==> config.mk <==
export PLATFORM = sky130hd
export DESIGN_NAME = icap_s6_reg_access
export DESIGN_NICKNAME = d
export VERILOG_FILES = /design/src/rtl/icap_s6_pkg.sv /design/src/rtl/icap_s6_seq_rom.sv /design/src/rtl/icap_s6_reg_access.sv
export SDC_FILE = /design/constraint.sdc
export NUM_CORES = 1
export LEC_CHECK = 0
export CAP_MARGIN = 5
export CORE_ASPECT_RATIO = 1.75
export CORE_MARGIN = 2
export CORE_UTILIZATION = 30
export DETAILED_ROUTE_END_ITERATION = 10
export GPL_TIMING_DRIVEN = 0
export PLACE_DENSITY = 0.53
export RECOVER_POWER = 25
export SETUP_SLACK_MARGIN = 0.02
export SYNTH_ARGS = -nofsm -noshare
export SYNTH_HDL_FRONTEND = slang
export SYNTH_HIERARCHICAL = 1
export SYNTH_SLANG_ARGS = --single-unit
==> constraint.sdc <==
create_clock -name CLK -period 10.45 [get_ports CLK]
set_input_delay 2.09 -clock CLK [delete_from_list [all_inputs] [get_ports CLK]]
set_output_delay 2.09 -clock CLK [all_outputs]
set_load 0.005 [all_outputs]
==> src/rtl/icap_s6_pkg.sv <==
// -----------------------------------------------------------------------------
// icap_s6_pkg
// Shared constants, sequence ids, FSM state codes and helper functions for the
// Spartan-6 ICAP register-access initiator.
//   - Configuration packet words (pre bit-swap values).
//   - Type-1 header field constants and header builders wr_hdr()/rd_hdr().
//   - byte_bitswap16(): reverses bit order inside each byte of a 16-bit word,
//     matching the ICAP's bit ordering on I and O.
// -----------------------------------------------------------------------------
package icap_s6_pkg;

    // Fixed packet words
    localparam logic [15:0] DUMMY      = 16'hFFFF;
    localparam logic [15:0] SYNC0      = 16'hAA99;
    localparam logic [15:0] SYNC1      = 16'h5566;
    localparam logic [15:0] NOOP       = 16'h2000;
    localparam logic [15:0] DESYNC_HDR = 16'h30A1;
    localparam logic [15:0] DESYNC_CMD = 16'h000D;

    // Type-1 header fields: [15:13] type, [12:11] opcode, [10:5] addr, [4:0] word count
    localparam logic [15:0] T1_TYPE    = 16'h2000;
    localparam logic [15:0] T1_OP_RD   = 16'h0800;
    localparam logic [15:0] T1_OP_WR   = 16'h1000;
    localparam logic [15:0] T1_WC_ONE  = 16'h0001;

    // Packet sequences held in the sequence ROM
    typedef enum logic [1:0] {
        SEQ_WR     = 2'd0,
        SEQ_RD_PRE = 2'd1,
        SEQ_DESYNC = 2'd2
    } seq_id_t;

    // Controller states
    localparam logic [3:0] ST_IDLE    = 4'd0;
    localparam logic [3:0] ST_WR_SEQ  = 4'd1;
    localparam logic [3:0] ST_RD_PRE  = 4'd2;
    localparam logic [3:0] ST_RD_GAP  = 4'd3;
    localparam logic [3:0] ST_RD_TURN = 4'd4;
    localparam logic [3:0] ST_RD_WAIT = 4'd5;
    localparam logic [3:0] ST_RD_END  = 4'd6;
    localparam logic [3:0] ST_RD_BACK = 4'd7;
    localparam logic [3:0] ST_DESYNC  = 4'd8;
    localparam logic [3:0] ST_DONE    = 4'd9;

    // Type-1 write header for one word to register addr
    function automatic logic [15:0] wr_hdr(input logic [5:0] addr);
        return T1_TYPE | T1_OP_WR | {5'b00000, addr, 5'b00000} | T1_WC_ONE;
    endfunction

    // Type-1 read header for one word from register addr
    function automatic logic [15:0] rd_hdr(input logic [5:0] addr);
        return T1_TYPE | T1_OP_RD | {5'b00000, addr, 5'b00000} | T1_WC_ONE;
    endfunction

    // Reverse the bit order within each byte
    function automatic logic [15:0] byte_bitswap16(input logic [15:0] w);
        logic [15:0] r;
        r = 16'h0000;
        for (int i = 0; i < 8; i++) begin
            r[i]     = w[7 - i];
            r[8 + i] = w[15 - i];
        end
        return r;
    endfunction

endpackage

==> src/rtl/icap_s6_seq_rom.sv <==
// -----------------------------------------------------------------------------
// icap_s6_seq_rom
// Combinational lookup of (sequence id, word index) to the packet word and a
// flag marking the final word of that sequence. Variable words (headers and
// write data) are supplied by the controller.
// Ports:
//   i_seq     sequence id (SEQ_WR, SEQ_RD_PRE, SEQ_DESYNC)
//   i_idx     word index within the sequence
//   i_wr_hdr  Type-1 write header for the current register
//   i_rd_hdr  Type-1 read header for the current register
//   i_wdata   write data word
//   o_word    packet word (pre bit-swap)
//   o_last    1 when i_idx is the last word of the sequence
// -----------------------------------------------------------------------------
module icap_s6_seq_rom
    import icap_s6_pkg::*;
(
    input  seq_id_t     i_seq,
    input  logic [3:0]  i_idx,
    input  logic [15:0] i_wr_hdr,
    input  logic [15:0] i_rd_hdr,
    input  logic [15:0] i_wdata,
    output logic [15:0] o_word,
    output logic        o_last
);

    // Word table for the three packet sequences
    always_comb begin
        o_word = NOOP;
        o_last = 1'b1;
        case (i_seq)
            SEQ_WR: begin
                o_last = (i_idx == 4'd7);
                case (i_idx)
                    4'd0:    o_word = DUMMY;
                    4'd1:    o_word = SYNC0;
                    4'd2:    o_word = SYNC1;
                    4'd3:    o_word = NOOP;
                    4'd4:    o_word = i_wr_hdr;
                    4'd5:    o_word = i_wdata;
                    default: o_word = NOOP;
                endcase
            end
            SEQ_RD_PRE: begin
                o_last = (i_idx == 4'd6);
                case (i_idx)
                    4'd0:    o_word = DUMMY;
                    4'd1:    o_word = SYNC0;
                    4'd2:    o_word = SYNC1;
                    4'd3:    o_word = NOOP;
                    4'd4:    o_word = i_rd_hdr;
                    default: o_word = NOOP;
                endcase
            end
            SEQ_DESYNC: begin
                o_last = (i_idx == 4'd3);
                case (i_idx)
                    4'd0:    o_word = DESYNC_HDR;
                    4'd1:    o_word = DESYNC_CMD;
                    default: o_word = NOOP;
                endcase
            end
            default: begin
                o_word = NOOP;
                o_last = 1'b1;
            end
        endcase
    end

endmodule

==> src/rtl/icap_s6_reg_access.sv <==
// -----------------------------------------------------------------------------
// icap_s6_reg_access
// Single-register read/write initiator for the Spartan-6 ICAP. Each request is
// expanded into dummy/sync, a Type-1 header, the data phase (write word or
// readback) and a desync trailer. All ICAP and response outputs are registered:
// the values driven in a cycle are those of the state the FSM occupies in it.
// Ports:
//   CLK, RST            clock, synchronous active-high reset
//   req_valid/ready     request handshake (ready only when idle)
//   req_write           1 = write, 0 = read
//   req_addr, req_wdata configuration register address and write data
//   rsp_valid           one-cycle completion pulse
//   rsp_rdata, rsp_err  readback data (0 for writes) and read-timeout flag
//   icap_ce_n/write_n/i ICAP chip select, direction, input data
//   icap_o, icap_busy   ICAP output data and BUSY
// -----------------------------------------------------------------------------
module icap_s6_reg_access
    import icap_s6_pkg::*;
#(
    parameter bit          BIT_SWAP   = 1'b1,
    parameter int unsigned RD_LATENCY = 3,
    parameter int unsigned RD_TIMEOUT = 255
) (
    input  logic        CLK,
    input  logic        RST,
    input  logic        req_valid,
    output logic        req_ready,
    input  logic        req_write,
    input  logic [5:0]  req_addr,
    input  logic [15:0] req_wdata,
    output logic        rsp_valid,
    output logic [15:0] rsp_rdata,
    output logic        rsp_err,
    output logic        icap_ce_n,
    output logic        icap_write_n,
    output logic [15:0] icap_i,
    input  logic [15:0] icap_o,
    input  logic        icap_busy
);

    localparam int CW = (RD_TIMEOUT < 2) ? 1 : $clog2(RD_TIMEOUT + 1);
    localparam logic [CW-1:0] C_LAT = CW'(RD_LATENCY);
    localparam logic [CW-1:0] C_TMO = CW'(RD_TIMEOUT);
    localparam logic [CW-1:0] C_ONE = CW'(1);
    localparam logic [CW-1:0] C_ZERO = CW'(0);

    logic [3:0]    r_state;
    logic [3:0]    r_idx;
    logic [CW-1:0] r_cnt;
    logic          r_last;
    logic          r_write;
    logic [5:0]    r_addr;
    logic [15:0]   r_wdata;
    logic          r_err;
    logic          r_ready;
    logic          r_rsp_valid;
    logic [15:0]   r_rdata;
    logic          r_rsp_err;
    logic          r_ce_n;
    logic          r_write_n;
    logic [15:0]   r_icap_i;

    logic [3:0]    w_state_nxt;
    logic [3:0]    w_idx_nxt;
    logic [CW-1:0] w_cnt_nxt;
    logic          w_capture;
    logic          w_timeout;
    logic          w_accept;
    logic          w_issue;
    seq_id_t       w_seq;
    logic [15:0]   w_rom_word;
    logic          w_rom_last;
    logic [15:0]   w_word_sw;
    logic [15:0]   w_rd_sw;

    assign w_accept = (r_state == ST_IDLE) && req_valid;
    assign w_word_sw = BIT_SWAP ? byte_bitswap16(w_rom_word) : w_rom_word;
    assign w_rd_sw   = BIT_SWAP ? byte_bitswap16(icap_o) : icap_o;

    // Next state, word index and RD_WAIT counter
    always_comb begin
        w_state_nxt = r_state;
        w_idx_nxt   = r_idx;
        w_cnt_nxt   = r_cnt;
        w_capture   = 1'b0;
        w_timeout   = 1'b0;
        case (r_state)
            ST_IDLE: begin
                if (req_valid) begin
                    w_state_nxt = req_write ? ST_WR_SEQ : ST_RD_PRE;
                    w_idx_nxt   = 4'd0;
                end else begin
                    w_state_nxt = ST_IDLE;
                end
            end
            // Word-issue states: a word is consumed only on a cycle BUSY is low
            ST_WR_SEQ, ST_RD_PRE, ST_DESYNC: begin
                if (icap_busy) begin
                    w_state_nxt = r_state;
                end else if (!r_last) begin
                    w_idx_nxt = r_idx + 4'd1;
                end else begin
                    w_idx_nxt = 4'd0;
                    if (r_state == ST_WR_SEQ) begin
                        w_state_nxt = ST_DESYNC;
                    end else if (r_state == ST_RD_PRE) begin
                        w_state_nxt = ST_RD_GAP;
                    end else begin
                        w_state_nxt = ST_DONE;
                    end
                end
            end
            ST_RD_GAP: begin
                w_state_nxt = ST_RD_TURN;
            end
            ST_RD_TURN: begin
                w_state_nxt = ST_RD_WAIT;
                w_cnt_nxt   = C_ZERO;
            end
            // Capture takes priority over timeout on the final counter value
            ST_RD_WAIT: begin
                if ((r_cnt >= C_LAT) && !icap_busy) begin
                    w_capture   = 1'b1;
                    w_state_nxt = ST_RD_END;
                end else if (r_cnt == C_TMO) begin
                    w_timeout   = 1'b1;
                    w_state_nxt = ST_RD_END;
                end else begin
                    w_cnt_nxt = r_cnt + C_ONE;
                end
            end
            ST_RD_END: begin
                w_state_nxt = ST_RD_BACK;
            end
            ST_RD_BACK: begin
                w_state_nxt = ST_DESYNC;
                w_idx_nxt   = 4'd0;
            end
            ST_DONE: begin
                w_state_nxt = ST_IDLE;
                w_idx_nxt   = 4'd0;
            end
            default: begin
                w_state_nxt = ST_IDLE;
                w_idx_nxt   = 4'd0;
            end
        endcase
    end

    // Sequence selection for the word the next cycle will drive
    always_comb begin
        w_seq   = SEQ_DESYNC;
        w_issue = 1'b0;
        case (w_state_nxt)
            ST_WR_SEQ: begin
                w_seq   = SEQ_WR;
                w_issue = 1'b1;
            end
            ST_RD_PRE: begin
                w_seq   = SEQ_RD_PRE;
                w_issue = 1'b1;
            end
            ST_DESYNC: begin
                w_seq   = SEQ_DESYNC;
                w_issue = 1'b1;
            end
            default: begin
                w_seq   = SEQ_DESYNC;
                w_issue = 1'b0;
            end
        endcase
    end

    icap_s6_seq_rom u_rom (
        .i_seq    (w_seq),
        .i_idx    (w_idx_nxt),
        .i_wr_hdr (wr_hdr(r_addr)),
        .i_rd_hdr (rd_hdr(r_addr)),
        .i_wdata  (r_wdata),
        .o_word   (w_rom_word),
        .o_last   (w_rom_last)
    );

    // FSM state, index, counter and last-word flag of the word on icap_i
    always_ff @(posedge CLK) begin
        if (RST) begin
            r_state <= ST_IDLE;
            r_idx   <= 4'd0;
            r_cnt   <= C_ZERO;
            r_last  <= 1'b0;
        end else begin
            r_state <= w_state_nxt;
            r_idx   <= w_idx_nxt;
            r_cnt   <= w_cnt_nxt;
            r_last  <= w_rom_last;
        end
    end

    // Request capture and read-timeout flag
    always_ff @(posedge CLK) begin
        if (RST) begin
            r_write <= 1'b0;
            r_addr  <= 6'd0;
            r_wdata <= 16'h0000;
            r_err   <= 1'b0;
        end else if (w_accept) begin
            r_write <= req_write;
            r_addr  <= req_addr;
            r_wdata <= req_wdata;
            r_err   <= 1'b0;
        end else if (w_timeout) begin
            r_err   <= 1'b1;
        end else begin
            r_err   <= r_err;
        end
    end

    // Registered ICAP pins; data lines are parked at zero while deselected
    always_ff @(posedge CLK) begin
        if (RST) begin
            r_ce_n    <= 1'b1;
            r_write_n <= 1'b0;
            r_icap_i  <= 16'h0000;
        end else begin
            r_ce_n    <= ~(w_issue | (w_state_nxt == ST_RD_WAIT));
            r_write_n <= (w_state_nxt == ST_RD_TURN) | (w_state_nxt == ST_RD_WAIT) |
                         (w_state_nxt == ST_RD_END);
            r_icap_i  <= w_issue ? w_word_sw : 16'h0000;
        end
    end

    // Handshake and response outputs
    always_ff @(posedge CLK) begin
        if (RST) begin
            r_ready     <= 1'b1;
            r_rsp_valid <= 1'b0;
            r_rsp_err   <= 1'b0;
        end else begin
            r_ready     <= (w_state_nxt == ST_IDLE);
            r_rsp_valid <= (w_state_nxt == ST_DONE);
            r_rsp_err   <= (w_state_nxt == ST_DONE) & r_err;
        end
    end

    // Readback data: loaded on capture, zeroed on timeout or write completion
    always_ff @(posedge CLK) begin
        if (RST) begin
            r_rdata <= 16'h0000;
        end else if (w_capture) begin
            r_rdata <= w_rd_sw;
        end else if (w_timeout) begin
            r_rdata <= 16'h0000;
        end else if ((w_state_nxt == ST_DONE) && r_write) begin
            r_rdata <= 16'h0000;
        end else begin
            r_rdata <= r_rdata;
        end
    end

    assign req_ready    = r_ready;
    assign rsp_valid    = r_rsp_valid;
    assign rsp_rdata    = r_rdata;
    assign rsp_err      = r_rsp_err;
    assign icap_ce_n    = r_ce_n;
    assign icap_write_n = r_write_n;
    assign icap_i       = r_icap_i;

endmodule

# [Yosys cells after proc, flatten, opt, wreduce, memory -nomap -nowiden]
# Cells that the tools add are included.
[word_totals] register_bits=78 out_inout_bits=37 wordCells=98
[op_classes] n_bitwise=6 n_reduce_logical=16 magnitude_cmp=1 n_addsub=2 eq_ne=27 n_mux=31
[ops] operator="case mux 16 bit (5 select lines)" count=1
[ops] operator="case mux 16 bit (4 select lines)" count=1
[ops] operator="two-way mux 16 bit" count=3
[ops] operator="case mux 16 bit (3 select lines)" count=1
[ops] operator="equality test 4 x 3 -> 1 bit, second input constant" count=11
[ops] operator="two-way mux 4 bit" count=9
[ops] operator="case mux 14 bit (2 select lines)" count=1
[ops] operator="case mux 4 bit (7 select lines)" count=1
[ops] operator="equality test 4 x 2 -> 1 bit, second input constant" count=5
[ops] operator="two-way mux 8 bit" count=2
[ops] operator="case mux 8 bit (2 select lines)" count=1
[ops] operator="equality test 4 x 1 -> 1 bit, second input constant" count=3
[ops] operator="equality test 4 bit, second input constant" count=3
[ops] operator="zero test 4 bit" count=3
[ops] operator="case mux 4 bit (3 select lines)" count=1
[ops] operator="adder 8 x 1 -> 8 bit, second input constant" count=1
[ops] operator="equality test 8 bit, second input constant" count=1
[ops] operator="greater-or-equal comparator 8 x 2 -> 1 bit, second input constant" count=1
[ops] operator="two-way mux 1 bit" count=6
[ops] operator="OR reduction 3 bit" count=2
[ops] operator="adder 4 x 1 -> 4 bit, second input constant" count=1
[ops] operator="two-way mux 2 bit" count=2
[ops] operator="inequality test 2 bit, second input constant" count=2
[ops] operator="case mux 2 bit (2 select lines)" count=1
[ops] operator="other kinds (14)" count=20

# [Logic depth before layout (Yosys ltp)]
[depth] depth_word=11 depth_mapped=15 mapped_depth_nobuf=13

# [Modules after synthesis]
# Netlist, hierarchy kept.
[by_module_without_submodules] module="icap_s6_reg_access" area_per_inst_um2=3359.5 cells_per_inst=395 seq_area_each_um2=1561.5 instances=1
[by_module_without_submodules] module="icap_s6_seq_rom" area_per_inst_um2=748.2 cells_per_inst=107 seq_area_each_um2=0.0 instances=1

# [Worst setup path after synthesis]
# Ideal clock, no wire load.
[synth_path] path_type="in2reg" startpoint="in icap_busy" endpoint="reg r_icap_i[14], in the netlist icap_i[14]" arrival_time_ns=4.655 setup_ns=0.079 cell_stages=13 setup_slack_ns=5.716 required_time_ns=10.371 n_path_buf=2 path_cell_list="nand2b_1 nand2b_1 a21oi_1 o21a_1 clkbuf_1 clkbuf_1 o21ai_0 nand2b_1 a2111oi_2 a22o_1 nor2b_1 nand3_1 o211ai_1"
[synth_between] word_cells_on_any_way=26 classes_between="9 x eq/ne; 10 x mux; 1 x bitwise; 6 x reduce/logical"
[synth_lines] item="start, declared" line_no="icap_s6_reg_access.sv:38" rtl="input logic icap_busy"
[synth_lines] item="zero test 1 bit" line_no="icap_s6_reg_access.sv:122" rtl="if ((r_cnt >= C_LAT) && !icap_busy) begin"
[synth_lines] item="logical AND 1 bit" line_no="icap_s6_reg_access.sv:122"
[synth_lines] item="two-way mux 4 bit" line_no="icap_s6_reg_access.sv:122"
[synth_lines] item="case mux 4 bit (7 select lines) (*)" line_no="icap_s6_reg_access.sv:87" rtl="case (r_state)"
[synth_lines] item="equality test 4 x 2 -> 1 bit or equality test 4 x 1 -> 1 bit (tied branches)" line_no="icap_s6_reg_access.sv:154" rtl="case (w_state_nxt)"
[synth_lines] item="case mux 2 bit (2 select lines) (*)" line_no="icap_s6_reg_access.sv:154"
[synth_lines] item="via w_seq[1]" line_no="icap_s6_reg_access.sv:70" rtl="seq_id_t w_seq;"
[synth_lines] item="equality test 2 bit, or another cell as far along" line_no="icap_s6_seq_rom.sv:31" rtl="case (i_seq)"
[synth_lines] item="case mux 16 bit (3 select lines) (*)" line_no="icap_s6_seq_rom.sv:31"
[synth_lines] item="via w_rom_word[9]" line_no="icap_s6_reg_access.sv:71" rtl="logic [15:0] w_rom_word;"
[synth_lines] item="end signal, assigned" line_no="icap_s6_reg_access.sv:228" rtl="r_icap_i <= w_issue ? w_word_sw : 16'h0000;"
[synth_lines] item="end, declared" line_no="icap_s6_reg_access.sv:61" rtl="logic [15:0] r_icap_i;"
# Mark *: on every way through the listed nets, which the timed path passes. The rest lies on a longest branch.
# A chain may end at the register's enable or synchronous reset.

# [Worst setup path in the final report]
[layout_path] startpoint="in icap_busy" endpoint="reg r_icap_i[4], in the netlist icap_i[4]"
# The elaborated chain is that of the path after synthesis.

==> metrics.txt <==
outcome complete, no violations; HP Class register to register; H-Tree Depth 3; critical path buffer and inverter count 3; Seq cells post-synth 78; CP startpoint icap_busy; fin crit period about 6.0 ns; Starting Density 30.7%; post-detailed-route via-to-cell ratio 5.19; antenna-violating nets left 0; core area roughly 13000 sq um; first-pass GRT wire length 19.8 mm; gp weighted congestion between 0.8 and 0.9; P per Cell Area about 160 nW/um^2; Crit Path Category input pin to register; gr usage total 16.9%; slowest stage delay, CP 0.73 ns; CP top delay family compound AO/OA/AOI/OAI gates; cell repeated most along the worst path nand2b_1; CP cell instances clkdlybuf4s50_1 > nand2b_1 > nand2b_1 > a21oi_1 > o21a_1 > clkbuf_1 > clkbuf_1 > o21ai_0 > nand2b_1 > a2111oi_2 > a211o_1 > nor2b_1 > nand3_1 > o211ai_1; total setup buffers inserted after CTS 0; pins over their slew limit 0; post_cts resized 0; area grow syn2layout 34.7%; Num CTS Buffers 9; CP max FO 10; Die W 92.5 um; CP Data Required Time between 10 and 15 ns; layout cell share with drive strength beyond 1 6.67%; Async SR Flop Fraction 0%; Clock Tree Root clkbuf_16; synth unique cells 70; Post-Route WL between 10 and 15 mm; die height ~160 um; final hold violation count 0; CP startpoint kind input pin; fill count 1352; First-pass DRT Iterations 5; crit end category register; worst hold start r_wdata[1]; CTS tree done; Post-Syn Instances 502; Achievable Freq roughly 170 MHz; Worst VDD drop between 0.08 and 0.09 mV; setup_tns 0 ns; Clock Sinks 78; largest net degree at the start of global routing 14; Yosys warning count 6; Initial DRC Count 211; RSZ-0062 raised after global routing no; Die Area 14700 sq um; initial antenna violation count 0; multi-input logic area around 2400 sq um; r2r setup slk 6.16 ns; Avg Synthesized Cell Area 8.18 sq um; Post-synth EDFFs 0; Worst path slowest cell a2111oi_2; residual overflow from global routing 0; sequential cell area fraction in the yosys report 38.0%; clk_skew roughly 0.008 ns; register area 1560 sq um; final core occ between 40% and 50%; Wirelength per Cell 15.3 um; Clock Tree Buf Depth 2; vias in the first global route around 4100; Final Power 0.892 mW; diode count 0; num rows 56; I/O Buffers 79; Top Ports 80; Worst EP arrival 6.29 ns; clock slew at reported path FFs approximately 0.060 ns; hold_buf cts 0; slew margin rel. 27.0%; Mapped Area 4110 sq um; Final setup viols 0; fin crit share 57.8%; Max Cap Viol 0; Main synth FF type dfxtp_1; Final nets 655; RR Startpoint r_cnt[0]; DRC 0; worst-skew pair later-pin latency roughly 0.33 ns; vias between 4000 and 5000; leak pwr 2.09 nW; Worst-Margin Slew 1.08 ns; Post-DP HPWL roughly 9.5 mm
## Yosys cell counts (5+ instances only)
cell type	count	share of area (%)
dfxtp_1	78	38
nand2_1	56	5.1
nand4_1	20	3.0
and2_0	5	0.76
xor2_1	7	1.5
nor2b_1	19	2.9
clkbuf_1	24	2.2
buf_2	12	1.5
o22ai_1	5	0.76
nor3_1	7	0.85
nand2b_1	6	0.91
mux2i_1	11	2.7
a22o_1	20	4.3
o211ai_1	17	3.1
nor2_1	27	2.5
and3_1	6	0.91
a221o_1	5	1.2
nand3_1	36	4.4
and2_1	10	1.5
a21oi_1	38	4.6
o21ai_0	14	1.7
a221oi_1	5	1.1
## placed cells by master, fill, tap and decap left out, types with 24 or more instances in the layout
master	Yosys	routed
nor2_1	27	27
dlygate4sd3_1	0	28
dfxtp_1	78	78
clkdlybuf4s50_1	0	51
nand2_1	56	56
nand3_1	36	36
a21oi_1	38	38
clkbuf_1	24	24
## power by group
| part | internal (mW) | switching (mW) |
|---|---|---|
| Sequential | 0.316 | 0.00729 |
| Combinational | 0.0913 | 0.118 |
| Clock | 0.239 | 0.120 |
| Total | 0.647 | 0.246 |
## kinds of logic (layout without fill, tap and decap cells)
kind of cell	after synthesis	after routing	share of synthesized area (%)
DFF	78	78	38.0
xor gates and xnor gates	8	8	1.71
and+or+nand+nor	223	223	29.2
muxes	11	11	2.68
other	2	20	0.183
adders and majority gates	3	3	0.853
buffers and inverters	46	141	4.87
AOI/OAI and AO/OA	131	131	22.5
## sequential cells by signal (all words and copies together) (netlist names)
| signal | flops |
|---|---|
| r_last | 1 |
| icap_ce_n | 1 |
| r_state | 4 |
| icap_i | 16 |
| r_wdata | 16 |
| r_addr | 6 |
| r_err | 1 |
| req_ready | 1 |
| rsp_rdata | 16 |
| r_idx | 4 |
| r_write | 1 |
| icap_write_n | 1 |
| rsp_valid | 1 |
| rsp_err | 1 |
| r_cnt | 8 |
## worst reg2reg max path, stage by stage, from the launching register on
cell       delay [ns]
dfxtp_1          0.37
ha_1             0.20
nor4_1           0.06
a21oi_1          0.45
nor2_1           0.23
o21ai_2          0.42
clkbuf_1         0.39
and3_1           0.23
clkbuf_2         0.20
nand2b_1         0.14
a2111oi_2        0.73
a211o_1          0.23
nor2b_1          0.24
nand3_1          0.12
o211ai_1         0.19
## through the flow
step,hold WS (ns),setup WS (ns),std cells,area (sq um)
final,0.454,4.41,789,5530
after global routing,0.481,4.05,789,5530
after CTS,0.456,4.46,789,5530
after detailed placement,0.448,4.11,773,5180
after global placement,0.442,4.24,773,5180
after floorplan,0.432,5.72,520,4180
## worst paths after layout
path | endpoint | cells after the start
max reg2reg | icap_i[4] | 14
min reg2reg | r_wdata[1] | 2
min | r_wdata[1] | 2
max | icap_i[4] | 14
## final cells by class
class / instances / area share [%]
clock inverter: 6 / 1.97
clock buffer: 10 / 4.32
timing repair buffer: 79 / 14.3
tap: 174 / 3.94
inverter: 4 / 0.271
sequential: 78 / 28.2
multi-input combinational: 396 / 43.6
buffer: 42 / 3.35
## per-layer routing
layer | GRT usage (%) | vias up | wire length [um]
li1 | - | 2038 | -
met1 | 17.5 | 1883 | 4570
met2 | 31.9 | 147 | 6630
met3 | 3.27 | 25 | 547
met4 | 7.80 | 0 | 363
met5 | 0 | - | 0
Power figures use the tool's default switching activity.
